[config.mk]
export PLATFORM = sky130hd
export DESIGN_NAME = irq_conditioner
export DESIGN_NICKNAME = d
export VERILOG_FILES = /design/src/rtl/irq_cond_pkg.sv /design/src/rtl/irq_line_filter.sv /design/src/rtl/irq_conditioner.sv
export SDC_FILE = /design/constraint.sdc
export NUM_CORES = 1
export LEC_CHECK = 0
export CAP_MARGIN = 20
export CORE_MARGIN = 4
export CORE_UTILIZATION = 50
export DETAILED_ROUTE_END_ITERATION = 16
export HOLD_SLACK_MARGIN = 0.1
export PLACE_DENSITY = 0.81
export SYNTH_ARGS = -nofsm -noshare
export SYNTH_HDL_FRONTEND = slang
export SYNTH_SLANG_ARGS = --single-unit
[constraint.sdc]
create_clock -name clk -period 4.8 [get_ports clk]
set_input_delay 1.2 -clock clk [delete_from_list [all_inputs] [get_ports clk]]
set_output_delay 1.2 -clock clk [all_outputs]
set_load 0.01 [all_outputs]
[src/rtl/irq_cond_pkg.sv]
// irq_cond_pkg: shared constants for the interrupt conditioner.
// Config select codes, the "no interrupt" ID and filter counter sizing.
package irq_cond_pkg;

   localparam logic [1:0] CFG_SEL_MODE = 2'd0;
   localparam logic [1:0] CFG_SEL_POL  = 2'd1;
   localparam logic [1:0] CFG_SEL_EN   = 2'd2;
   localparam logic [1:0] CFG_SEL_OVF  = 2'd3;

   localparam int NUM_IRQ_MAX = 32;

   localparam logic [5:0] ID_NONE = 6'h3F;

   // Counter only has to reach filt_cycles-1 before the toggle.
   function automatic int filt_w(input int filt_cycles);
      return (filt_cycles < 2) ? 1 : $clog2(filt_cycles);
   endfunction

endpackage

[src/rtl/irq_line_filter.sv]
// irq_line_filter: one line's synchroniser, polarity XOR and glitch filter.
// Ports: clk, reset (sync, active-high), raw (async in), pol, filt (out).
module irq_line_filter
   import irq_cond_pkg::*;
#(
   parameter int SYNC_STAGES = 2,
   parameter int FILT_CYCLES = 3
) (
   input  logic clk,
   input  logic reset,
   input  logic raw,
   input  logic pol,
   output logic filt
);

   localparam int CW = filt_w(FILT_CYCLES);

   logic [SYNC_STAGES-1:0] sync_q;
   logic [SYNC_STAGES-1:0] sync_d;
   logic                   asrt;

   always_comb begin
      sync_d = {sync_q[SYNC_STAGES-2:0], raw};
   end

   always_ff @(posedge clk) begin
      if (reset) sync_q <= '0;
      else       sync_q <= sync_d;
   end

   assign asrt = sync_q[SYNC_STAGES-1] ^ pol;

   if (FILT_CYCLES == 0) begin : g_bypass
      logic filt_q;
      logic filt_d;

      always_comb begin
         filt_d = asrt;
      end

      always_ff @(posedge clk) begin
         if (reset) filt_q <= 1'b0;
         else       filt_q <= filt_d;
      end

      assign filt = filt_q;
   end else begin : g_filt
      localparam logic [CW-1:0] CNT_LAST = CW'(FILT_CYCLES - 1);

      logic [CW-1:0] cnt_q;
      logic [CW-1:0] cnt_d;
      logic          filt_q;
      logic          filt_d;

      // Count consecutive disagreements; toggle on the last one.
      always_comb begin
         filt_d = filt_q;
         cnt_d  = '0;
         if (asrt != filt_q) begin
            if (cnt_q == CNT_LAST) filt_d = ~filt_q;
            else                   cnt_d  = cnt_q + 1'b1;
         end
      end

      always_ff @(posedge clk) begin
         if (reset) begin
            cnt_q  <= '0;
            filt_q <= 1'b0;
         end else begin
            cnt_q  <= cnt_d;
            filt_q <= filt_d;
         end
      end

      assign filt = filt_q;
   end

endmodule

[src/rtl/irq_conditioner.sv]
// irq_conditioner: conditions raw interrupt lines for the PIC irq bus.
// Ports: clk, reset, irq_raw, cfg_we/sel/wdata, int_ack, ack_id,
//        irq (to PIC), pend (status), ovf (sticky edge overflow).
module irq_conditioner
   import irq_cond_pkg::*;
#(
   parameter int NUM_IRQ     = 32,
   parameter int SYNC_STAGES = 2,
   parameter int FILT_CYCLES = 3
) (
   input  logic               clk,
   input  logic               reset,
   input  logic [NUM_IRQ-1:0] irq_raw,
   input  logic               cfg_we,
   input  logic [1:0]         cfg_sel,
   input  logic [31:0]        cfg_wdata,
   input  logic               int_ack,
   input  logic [5:0]         ack_id,
   output logic [NUM_IRQ-1:0] irq,
   output logic [NUM_IRQ-1:0] pend,
   output logic [NUM_IRQ-1:0] ovf
);

   logic [NUM_IRQ-1:0] filt;
   logic [NUM_IRQ-1:0] prev_q;
   logic [NUM_IRQ-1:0] mode_q, mode_d;
   logic [NUM_IRQ-1:0] pol_q, pol_d;
   logic [NUM_IRQ-1:0] en_q, en_d;
   logic [NUM_IRQ-1:0] pend_q, pend_d;
   logic [NUM_IRQ-1:0] ovf_q, ovf_d;
   logic [NUM_IRQ-1:0] ovf_w1c;
   logic [NUM_IRQ-1:0] rise;
   logic [NUM_IRQ-1:0] ack_vec;
   logic [NUM_IRQ-1:0] mode_chg;
   logic [NUM_IRQ-1:0] ovf_set;
   logic [NUM_IRQ-1:0] edge_p;

   for (genvar g = 0; g < NUM_IRQ; g++) begin : g_line
      irq_line_filter #(
         .SYNC_STAGES (SYNC_STAGES),
         .FILT_CYCLES (FILT_CYCLES)
      ) u_filt (
         .clk   (clk),
         .reset (reset),
         .raw   (irq_raw[g]),
         .pol   (pol_q[g]),
         .filt  (filt[g])
      );
   end

   always_comb begin
      mode_d  = mode_q;
      pol_d   = pol_q;
      en_d    = en_q;
      ovf_w1c = '0;
      if (cfg_we) begin
         unique case (cfg_sel)
            CFG_SEL_MODE: mode_d  = cfg_wdata[NUM_IRQ-1:0];
            CFG_SEL_POL:  pol_d   = cfg_wdata[NUM_IRQ-1:0];
            CFG_SEL_EN:   en_d    = cfg_wdata[NUM_IRQ-1:0];
            CFG_SEL_OVF:  ovf_w1c = cfg_wdata[NUM_IRQ-1:0];
         endcase
      end

      // IDs at or above NUM_IRQ never match any line.
      for (int i = 0; i < NUM_IRQ; i++)
         ack_vec[i] = int_ack && (ack_id == 6'(i));

      rise     = filt & ~prev_q;
      mode_chg = mode_d ^ mode_q;

      // Set beats a coinciding ack.
      edge_p = rise | (pend_q & ~ack_vec);
      pend_d = (mode_q & edge_p) | (~mode_q & filt);

      // Lines changing mode: edge starts empty, level reloads.
      pend_d = (pend_d & ~mode_chg)
             | (mode_chg & ~mode_d & filt);
      pend_d = pend_d & en_q;

      ovf_set = rise & pend_q & ~ack_vec
              & mode_q & en_q & ~mode_chg;
      ovf_d   = (ovf_q & ~ovf_w1c) | ovf_set;
   end

   always_ff @(posedge clk) begin
      if (reset) begin
         prev_q <= '0;
         mode_q <= '0;
         pol_q  <= '0;
         en_q   <= '0;
         pend_q <= '0;
         ovf_q  <= '0;
      end else begin
         prev_q <= filt;
         mode_q <= mode_d;
         pol_q  <= pol_d;
         en_q   <= en_d;
         pend_q <= pend_d;
         ovf_q  <= ovf_d;
      end
   end

   assign irq  = pend_q & en_q;
   assign pend = pend_q;
   assign ovf  = ovf_q;

endmodule

; ---- Word level (Yosys, flattened, before mapping)
; Cells that the tools add are included.
[totals]
reg_bits = 352
latch_bits = 0
mem_bits_rw = 0
rom_bits = 0
in_bits = 76
output_inout_bits = 96
wordCells = 458
n_memories = 0
[op_classes]
add_sub_neg = 32
multipliers = 0
n_div = 0
n_lt_le_gt_ge = 0
n_eq_ne = 98
shifts = 0
mux = 4
bitwise_logic = 122
reduce_logical = 100
[ops]
columns = cell, n
row1 = bitwise AND 32 bit, 15
row2 = NOT 32 bit, 6
row3 = 2-to-1 mux 32 bit, 4
row4 = bitwise OR 32 bit, 4
row5 = "equality test 6 x 5 -> 1 bit, second input constant", 16
row6 = OR reduction 3 bit, 32
row7 = "equality test 2 bit, second input constant", 34
row8 = AND reduction 2 bit, 34
row9 = "adder 2 x 1 -> 2 bit, second input constant", 32
row10 = NOT 1 bit, 64
row11 = "equality test 6 x 4 -> 1 bit, second input constant", 8
row12 = logical AND 1 bit, 32
row13 = != test 1 bit, 32
row14 = bitwise XOR 1 bit, 32
row15 = bitwise XOR 32 bit, 1
row16 = "equality test 6 x 3 -> 1 bit, second input constant", 4
row17 = "equality test 6 x 2 -> 1 bit, second input constant", 2
row18 = "equality test 6 x 1 -> 1 bit, second input constant", 1
row19 = zero test 6 bit, 1
row20 = "equality test 2 x 1 -> 1 bit, second input constant", 1
row21 = zero test 2 bit, 1

; ---- Logic depth before layout (Yosys ltp)
; Gate-level depths: netlist of run 1.
[depth]
ltp_word = 10
mapped_depth = 9
depth_no_buf = 6

; ---- By module
; From an unflattened synthesis of run 1, not the netlist that was laid out.
[hier_totals]
cells_unflattened = 1416
hier_area_um2 = 13943.4
[modules_own_cells]
columns = mod, instances, cells_each, area_each_um2, seq_area_each_um2
row1 = irq_conditioner, 1, 936, 8057.7, 3843.7
row2 = irq_line_filter, 32, 15, 183.9, 100.1

; ---- Least setup slack after synthesis of run 1
; No wires, ideal clock.
[synth_path]
path_kind = input port to flip-flop
start = in cfg_we
end = reg pend_q[8], in the netlist pend[8]
setup_time_ns = 0.137
arrival_time_ns = 2.766
t_required_ns = 4.663
setup_slack_ns = 1.898
cell_stages = 9
n_path_buf = 3
path_cell_list = buf_2 > nor3b_1 > buf_2 > buf_4 > mux2i_1 > ha_1 > a21boi_0 > o21ai_0 > a221oi_2
[synth_via]
elab_chain_len = 6
elab_cells_between_ends = 9
[synth_lines]
columns = item, line_no
row1 = from (decl), irq_conditioner.sv:14  ; input logic cfg_we,
row2 = 2-to-1 mux 32 bit *, irq_conditioner.sv:56  ; if (cfg_we) begin
row3 = bitwise XOR 32 bit / NOT 32 bit (equally long branches), "irq_conditioner.sv:70, irq_conditioner.sv:78"
row4 = bitwise AND 32 bit / NOT 32 bit (equally long branches), "irq_conditioner.sv:78, irq_conditioner.sv:77"
row5 = bitwise AND 32 bit (on tied branches), "irq_conditioner.sv:78, irq_conditioner.sv:77"
row6 = bitwise OR 32 bit *, irq_conditioner.sv:78  ; | (mode_chg & ~mode_d & filt);
row7 = bitwise AND 32 bit *, irq_conditioner.sv:79  ; pend_d = pend_d & en_q;
row8 = to (signal assigned), irq_conditioner.sv:99  ; pend_q <= pend_d;
row9 = to (decl), irq_conditioner.sv:29  ; logic [NUM_IRQ-1:0] pend_q, pend_d;
; Every way passes the cells marked *; elsewhere a longest branch is shown, timed or not.
; A chain may end at the register's enable or synchronous reset.

; ---- Final worst setup path of run 1
[layout_path]
start = in cfg_we
end = reg pend_q[26], in the netlist pend[26]
; The elaborated chain is that of the path after synthesis.

==> results of run 1 <==
flip-flops by register name, indices dropped and copies added, names as in the netlist:
signal / flops
g_line.u_filt.g_filt.cnt_q: 64
g_line.u_filt.sync_q: 64
en_q: 32
g_line.u_filt.filt: 32
mode_q: 32
ovf: 32
pend: 32
pol_q: 32
prev_q: 32
logic make-up after synthesis:
| logic type | share of synthesized area [%] |
|---|---|
| flops | 49.0 |
| mux | 2.23 |
| buf+inv | 4.33 |
| fa+ha+maj | 5.57 |
| simple gates | 17.6 |
| xor+xnor | 6.96 |
| compound gates | 14.3 |
report_power, final:
group          internal (mW)  switching, mW
Clock                   1.81           1.15
Sequential              3.00         0.0499
Combinational          0.190          0.220
synthesized netlist by cell type:
library cell	n
o22ai_1	18
dfxtp_1	352
nand2_1	150
ha_1	64
o41ai_1	14
or3_1	33
nor3b_1	1
clkbuf_1	30
buf_6	2
o21bai_1	4
nor2_1	151
and2_1	33
inv_1	74
buf_4	4
a22oi_1	10
and4b_1	4
or3b_1	2
o2111ai_1	41
a211o_1	14
o2111ai_2	3
nand2b_1	9
and3_1	1
a21oi_1	81
a21boi_0	24
nand4_1	15
buf_2	29
xnor2_1	32
nor2b_1	83
nand4bb_1	3
a221oi_2	2
xnor3_1	32
nand4b_1	3
o221ai_1	1
and3b_1	2
o211ai_1	14
o21ai_0	24
a221oi_1	11
buf_1	9
or4b_1	1
a211oi_1	32
nand3b_1	21
mux2i_1	32
per-layer routing:
| layer | track usage, % | vias up |
|---|---|---|
| met5 | 0 | - |
| met4 | 9.31 | 0 |
| met3 | 4.05 | 96 |
| met2 | 36.9 | 364 |
| met1 | 28.2 | 5253 |
| li1 | - | 5396 |
area by class of cell:
type | instances | area share (%)
multi-input combinational | 965 | 38.1
tap | 378 | 2.68
clock inverter | 12 | 0.973
timing repair buffer | 184 | 10.4
sequential | 352 | 40.0
inverter | 74 | 1.58
clock buffer | 54 | 6.26
worst reg2reg max path, delay by kind of cell (launching register included):
family | cells | cell delay [ns]
muxes | 1 | 0.12
adders and majority gates | 1 | 0.36
AOI/OAI and AO/OA | 3 | 0.58
DFF | 1 | 0.40
stage by stage:
stage                     setup WS [ns]  util (%)  hold WS [ns]  instances  cell area [µm²]
after floorplan                    1.90         -         0.391       1465            14400
after global placement             1.24      58.2         0.397       1953            16300
after detailed placement           1.08      58.2         0.401       1953            16300
after CTS                          1.59      62.7         0.409       2019            17600
after global routing               1.43      62.7         0.420       2019            17600
final                              1.59      62.7         0.407       2019            17600
path summary, 6_finish.rpt:
| kind | from | end | slack, ns | cells after the start |
|---|---|---|---|---|
| setup / recovery | cfg_we | pend[26] | 1.59 | 8 |
| hold / removal | g_line[5].u_filt.g_filt.cnt_q[0] | g_line[5].u_filt.g_filt.cnt_q[0] | 0.41 | 1 |
| setup reg to reg | mode_q[11] | pend[11] | 3.24 | 5 |
| hold reg to reg | g_line[5].u_filt.g_filt.cnt_q[0] | g_line[5].u_filt.g_filt.cnt_q[0] | 0.41 | 1 |
==> results.toml, run 1 <==
[worst_hold_path]
hold_path.class = "reg2reg"

[global_routing]
antenna_found_initial = 0
grt_pass1_wl_um = 56500
grt_max_degree = 132
grtUsageTotal_pct = 22.1
grt_pass1_vias = 11200
grt_overflow = 0

[clocking]
cts_buffers = 37
cts.sinks = 352
clkTransAtPathRegs_ns = 0.06
cts_tree = "yes"
cts_resized = 0
root_buffer = "clkbuf_16"
post_cts_buffers = 0
clock_latency_ns = 0.51
holdBufCountCts = 0
h-tree-depth = 2
clockBufferDepth = 3

[logic_synthesis]
synth_top_area_share_pct = 49.0
avgSynthCellArea_um2 = 9.81
ys_types = 42
seq_area_frac_synth_pct = 49.0
yosysTopAreaCell = "dfxtp_1"
syn-cell-area_um2 = 14400
synthCells = 1465
synth_area_leaders = "dfxtp_1, ha_1, xnor3_1, nor2_1, nand2_1"
ys_ff_latch = 352
yosysWarnings = 0
syn_nets = 1605

[critical_path]
path_class = "in2reg"
critical_path_arrival_ns = 3.61
critPathRequiredTime_ns = 5.20
cpPeakStageDelay_ns = 0.60
crit_slowest_cell = "buf_4"
path_cells = "clkdlybuf4s50_1 > nor3b_2 > buf_4 > mux2i_1 > ha_1 > a21boi_0 > o21ai_0 > a221oi_1"
crit_path_end_kind = "register"
worst-path-buf-inv = 2
cp-start-kind = "primary input"
worstPathMaxFanout = 32
critPathTopFamily = "buffers and inverters"

[pwr]
irDropWorstVdd_mv = 0.245
power_mw = 6.42
powerDensity_nw_per_um2 = 364
p_leak_nw = 6.13

[die]
io_pins = 172
core_um2 = 28100
die_y_um = 178
die_area_um2 = 31500
initial_core_util_pct = 51.2
rows = 61
die_width_um = 178

[placement]
dp_hpwl_um = 23300
portBuffers = 171
place.gp.congestion = 0.809

[detailed_routing]
vias = 11100
top_layer = "met4"
m1WireLength_um = 15100
wl_per_cell_um = 17.5
detail-route-antenna-nets = 0
first_pass_iters = 6
viasPerCell = 5.50
drc = 0
routed-wl-met2_um = 16800
drtIter0Drc = 689
totalWireLength_um = 35400
dr_wl_met3_um = 2130

[layout]
diodes = 0
final_common_cell = "dfxtp_1"
multiInputGateArea_um2 = 6710
regArea_um2 = 7050
drive_gt1_share_pct = 4.88
layout_common_cells = "dfxtp_1, clkdlybuf4s50_1, nor2_1"
fill_cells = 2289
final_nets = 1754
syn_to_final_growth_pct = 22.6

[sta]
finalSetupViolations = 0
slew_violations = 0
fmax_mhz = 311
fin_crit_ns = 3.21
worstMarginPinSlew_ns = 0.977
final.period_utilization_pct = 66.9
hold_viol = 0
totalNegativeSetupSlack_ns = 0
relSlewSlack_pct = 34.9
rsz0062_at_grt = "no"
worst_clock_skew_ns = 0.00926

[status]
status = "completed"

[flow_run]
cap_violations = 0
No activity file was read; power rests on OpenSTA's default activity.
==> run 2: changes to the inputs <==
Clock period 4.8 ns to 3.2 ns, I/O delays scaled along.
==> run 2 against run 1 <==
Against the previous run:
- core utilization up 0.28 points
- cell count up 0.64%
- global-route usage up 0.22 points
- sequential cell count unchanged
- worst setup slack worse by 0.98 ns
- critical path type unchanged
- critical endpoint unchanged
- highest routed layer unchanged
==> results.toml, run 2 (synthesis results as in run 1) <==
[status]
status = "completed"

[sta]
fin_crit_ns = 2.59
worstMarginPinSlew_ns = 0.838
finalSetupViolations = 0
relSlewSlack_pct = 44.1
final.period_utilization_pct = 80.9
fmax_mhz = 386
rsz0062_at_grt = "no"
fin_hold_ws_ns = 0.408
hold_viol = 0
slew_violations = 0
worst_clock_skew_ns = 0.00688
totalNegativeSetupSlack_ns = 0

[clocking]
cts_resized = 0
h-tree-depth = 2
clockBufferDepth = 3
holdBufCountCts = 0
cts_buffers = 36
clkTransAtPathRegs_ns = 0.06
cts_tree = "yes"
root_buffer = "clkbuf_16"
clock_latency_ns = 0.50
cts.sinks = 352
post_cts_buffers = 0

[die]
die_width_um = 178
core_um2 = 28100
rows = 61
io_pins = 172
die_y_um = 178
initial_core_util_pct = 51.2
die_area_um2 = 31500

[placement]
placed_area_um2 = 16500
dp_hpwl_um = 23600
post-place-cells = 1968
portBuffers = 171
place.gp.congestion = 0.819

[layout]
layout_common_cells = "dfxtp_1, clkdlybuf4s50_1, nor2_1"
final_common_cell = "dfxtp_1"
finalNonFillerCells = 2032
final_nets = 1768
final_area_um2 = 17700
reg_top3 = "g_line.u_filt.g_filt.cnt_q (64), g_line.u_filt.sync_q (64)"
drive_gt1_share_pct = 5.69
syn_to_final_growth_pct = 23.1

[worst_hold_path]
hold_path.class = "reg2reg"

[critical_path]
path_cells = "clkdlybuf4s50_1 > nor3b_2 > buf_12 > mux2i_1 > ha_1 > a21boi_0 > o21ai_0 > a221oi_1"
critPathRequiredTime_ns = 3.56
critPathTopFamily = "buffers and inverters"
path_class = "in2reg"
worstPathMaxFanout = 32
worst-path-buf-inv = 2
cp-start-kind = "primary input"
rrSetupSlack_ns = 1.65
cpPeakStageDelay_ns = 0.47
crit_path_end_kind = "register"
crit_slowest_cell = "clkdlybuf4s50_1"
critical_path_arrival_ns = 2.94

[pwr]
power_mw = 9.38
p_leak_nw = 6.18
irDropWorstVdd_mv = 0.276
powerDensity_nw_per_um2 = 530

[detailed_routing]
wl_per_cell_um = 17.6
detail-route-antenna-nets = 0
drc = 0
totalWireLength_um = 35700
drtIter0Drc = 857
viasPerCell = 5.54
vias = 11200
first_pass_iters = 5

[global_routing]
grt_pass1_wl_um = 57200
grtUsageTotal_pct = 22.3
antenna_found_initial = 0
grt_pass1_vias = 11200
grt_overflow = 0
grt_max_degree = 77

[flow_run]
cap_violations = 0
## run 2: cell count changes in the layout (fill, tap and decap cells not counted), moves of 2 or more
cell,before,now
buf_4,11,22
clkbuf_16,39,37
clkbuf_8,7,9
clkbuf_1,8,6
bufinv_16,4,2
clkinv_2,4,6
buf_12,2,6
## run 2: path summary, 6_finish.rpt
check	depth (start not counted)	to	start
worst min-delay path	1	g_line[4].u_filt.g_filt.cnt_q[0]	g_line[4].u_filt.g_filt.cnt_q[0]
worst max register to register	5	pend[26]	mode_q[26]
worst min register to register	1	g_line[4].u_filt.g_filt.cnt_q[0]	g_line[4].u_filt.g_filt.cnt_q[0]
worst max-delay path	8	pend[26]	cfg_we
## run 2: routing by layer
| metal | share of wire [%] | track usage, % | wire length (µm) | up-vias |
|---|---|---|---|---|
| met1 | 43 | 29.0 | 15400 | 5393 |
| met5 | 0 | 0 | 0 | - |
| met2 | 48 | 38.3 | 17200 | 361 |
| met3 | 5.9 | 3.54 | 2110 | 79 |
| li1 | - | - | - | 5415 |
| met4 | 2.7 | 6.93 | 975 | 0 |
## run 2: cell type report
cell class | instances | area (µm²)
antenna | 1 | 2.50
clock buffer | 52 | 1070
clock inverter | 11 | 114
fill | 2319 | 10400
inverter | 74 | 278
multi-input combinational | 965 | 6710
sequential | 352 | 7050
tap | 378 | 473
timing repair buffer | 199 | 2000
## run 2: where the power goes
part           switching [mW]  leakage [nW]  total (mW)  internal [mW]
combinational           0.335          2.73       0.635          0.299
sequential             0.0721          2.86        4.56           4.49
clock                    1.70         0.584        4.19           2.49
## run 2: metrics by stage
step	utilization, %	worst slack [ns]
after floorplan	-	0.698
after global placement	58.8	0.249
after detailed placement	58.8	0.138
after CTS	63.0	0.661
after global routing	63.0	0.506
final	63.0	0.611
==> run 3: changes to the inputs <==
Settings changed: PLACE_DENSITY 0.81 to 0.84.
Clock period 3.2 ns to 2.2 ns, I/O delays scaled along.
==> run 3 against run 2 <==
Against the previous run:
- largest cell class unchanged
- sequential share of layout area is 2.4 points lower
- worst setup slack worse by 0.57 ns
- clock power is 48% higher
- via count is 5.5% higher
- first-iteration DRC count is 10% lower
- cell count is 4.3% higher
- critical endpoint is now irq[1]
- critical path depth is 6 lower
- register-to-register slack worse by 1.0 ns
- power is 49% higher
- combinational power is 78% higher
- non-clock buffer count is 84 higher
- global-route usage is 0.97 points higher
- largest power group unchanged
==> results.toml, run 3 (synthesis results as in run 1) <==
[detailed_routing]
top_layer = "met5"
drc = 0
first_pass_iters = 5
dr_wl_met3_um = 2380
detail-route-antenna-nets = 0
m1WireLength_um = 15300
wl_per_cell_um = 18.4
vias = 11900
routed-wl-met2_um = 19900
viasPerCell = 5.60
totalWireLength_um = 39000
drtIter0Drc = 771

[status]
status = "completed"

[layout]
multiInputGateArea_um2 = 6960
final_area_um2 = 18900
regArea_um2 = 7060
fill_cells = 2060
final_common_cell = "dfxtp_1"
syn_to_final_growth_pct = 31.3
final_nets = 1853
finalNonFillerCells = 2119
layout_common_cells = "dfxtp_1, nor2_1, nand2_1, clkdlybuf4s50_1, buf_4"
drive_gt1_share_pct = 12.9
reg_top3 = "g_line.u_filt.g_filt.cnt_q (64), g_line.u_filt.sync_q (64)"

[sta]
relSlewSlack_pct = 67.5
fin_hold_ws_ns = 0.407
worst_clock_skew_ns = 0.0115
fmax_mhz = 463
final.period_utilization_pct = 98.1
slew_violations = 0
finalSetupViolations = 0
fin_crit_ns = 2.16
worstMarginPinSlew_ns = 0.487
hold_viol = 0

[clocking]
clkTransAtPathRegs_ns = 0.06
cts.sinks = 352
clockBufferDepth = 3
cts_buffers = 37
cts_tree = "yes"
root_buffer = "clkbuf_16"
clock_latency_ns = 0.53
h-tree-depth = 2

[placement]
place.gp.congestion = 0.830
post-place-cells = 2040
dp_hpwl_um = 25900
placed_area_um2 = 17200
portBuffers = 171

[critical_path]
r2r_cells = 5
crit_start = "en_q[1]"
critical_path_arrival_ns = 1.61
cpPeakStageDelay_ns = 0.56
rrSetupSlack_ns = 0.64
path_cells = "and2_1 > clkdlybuf4s50_1"
crit_slowest_cell = "clkdlybuf4s50_1"
cp_num_cells = 2
crit_path_end_kind = "primary output"
worstPathMaxFanout = 3
path_class = "reg2out"
r2r_end = "pend[15]"
crit_end = "irq[1]"
critPathTopFamily = "buffers and inverters"
critPathRequiredTime_ns = 1.65
reg2reg_from = "mode_q[15]"
cp-start-kind = "register"
worst-path-buf-inv = 1

[global_routing]
antenna_found_initial = 3
grt_pass1_wl_um = 59000
grt_pass1_vias = 11800
grtUsageTotal_pct = 23.3
grt_max_degree = 59
grt_overflow = 0

[die]
initial_core_util_pct = 51.2
die_y_um = 178
die_width_um = 178
die_area_um2 = 31500
rows = 61
core_um2 = 28100
io_pins = 172

[worst_hold_path]
hold_depth = 1
hold_path.class = "reg2reg"

[pwr]
p_leak_nw = 6.95
irDropWorstVdd_mv = 0.454
powerDensity_nw_per_um2 = 741

[flow_run]
cap_violations = 0
[run 3: cell types whose count changed in the layout (fill, tap and decap cells not counted), sizes merged]
cell,delta
dlygate4sd2,+8
buf,+81
bufinv,+2
clkdlybuf4s50,-20
dlymetal6s2s,+12
clkinv,+4
inv,+4
clkbuf,-5
clkinvlp,+1
[run 3: per-stage QoR]
step / util (%) / worst slack [ns] / setup TNS [ns] / power [mW]
after floorplan: - / 0.00161 / 0 / 7.31
final: 67.2 / 0.0408 / 0 / 14.0
after global routing: 67.2 / -0.00347 / -0.00347 / 14.5
after CTS: 65.7 / 0.00120 / 0 / 14.0
after detailed placement: 61.4 / -0.532 / -23.55 / 7.82
after global placement: 61.4 / -0.409 / -19.64 / 7.77
[run 3: routing by layer]
| metal | vias to the layer above | GRT usage [%] |
|---|---|---|
| met5 | - | 0 |
| met4 | 4 | 10.2 |
| met3 | 109 | 4.05 |
| met2 | 430 | 41.1 |
| met1 | 5700 | 27.8 |
| li1 | 5619 | - |
[run 3: power breakdown]
| part | switching, mW | internal [mW] | leakage [nW] |
|---|---|---|---|
| Combinational | 0.549 | 0.584 | 3.49 |
| Clock | 2.55 | 3.66 | 0.596 |
| Sequential | 0.115 | 6.53 | 2.86 |
| Total | 3.22 | 10.8 | 6.95 |
[run 3: cell type report]
| class | count | area share (%) |
|---|---|---|
| diodes | 1 | 0.0133 |
| clock buffers | 44 | 5.15 |
| clock inverters | 22 | 1.25 |
| inverters | 74 | 1.47 |
| multi-input cells | 965 | 36.9 |
| flip-flops and latches | 352 | 37.4 |
| well taps | 378 | 2.51 |
| repair buffers | 283 | 15.3 |
[run 3: how the worst min path moves through the flow]
stage / from / to / slack, ns
after floorplan: g_line[0].u_filt.g_filt.cnt_q[0] / g_line[0].u_filt.g_filt.cnt_q[0] / 0.39
after global placement: g_line[20].u_filt.g_filt.cnt_q[0] / g_line[20].u_filt.g_filt.cnt_q[0] / 0.40
after detailed placement: g_line[4].u_filt.g_filt.cnt_q[0] / g_line[4].u_filt.g_filt.cnt_q[0] / 0.40
after CTS: g_line[4].u_filt.g_filt.cnt_q[0] / g_line[4].u_filt.g_filt.cnt_q[0] / 0.41
after global routing: g_line[17].u_filt.g_filt.cnt_q[0] / g_line[17].u_filt.g_filt.cnt_q[0] / 0.42
final: g_line[25].u_filt.g_filt.cnt_q[0] / g_line[25].u_filt.g_filt.cnt_q[0] / 0.41
[run 3: what timing repair did]
action / CTS / global route
buffers inserted: 0 / 9
pin swaps: 0 / 11
endpoints found under the setup margin: 13 / 39
gates cloned: 0 / 3
hold buffers: 0 / 0
gates resized for setup: 14 / 76
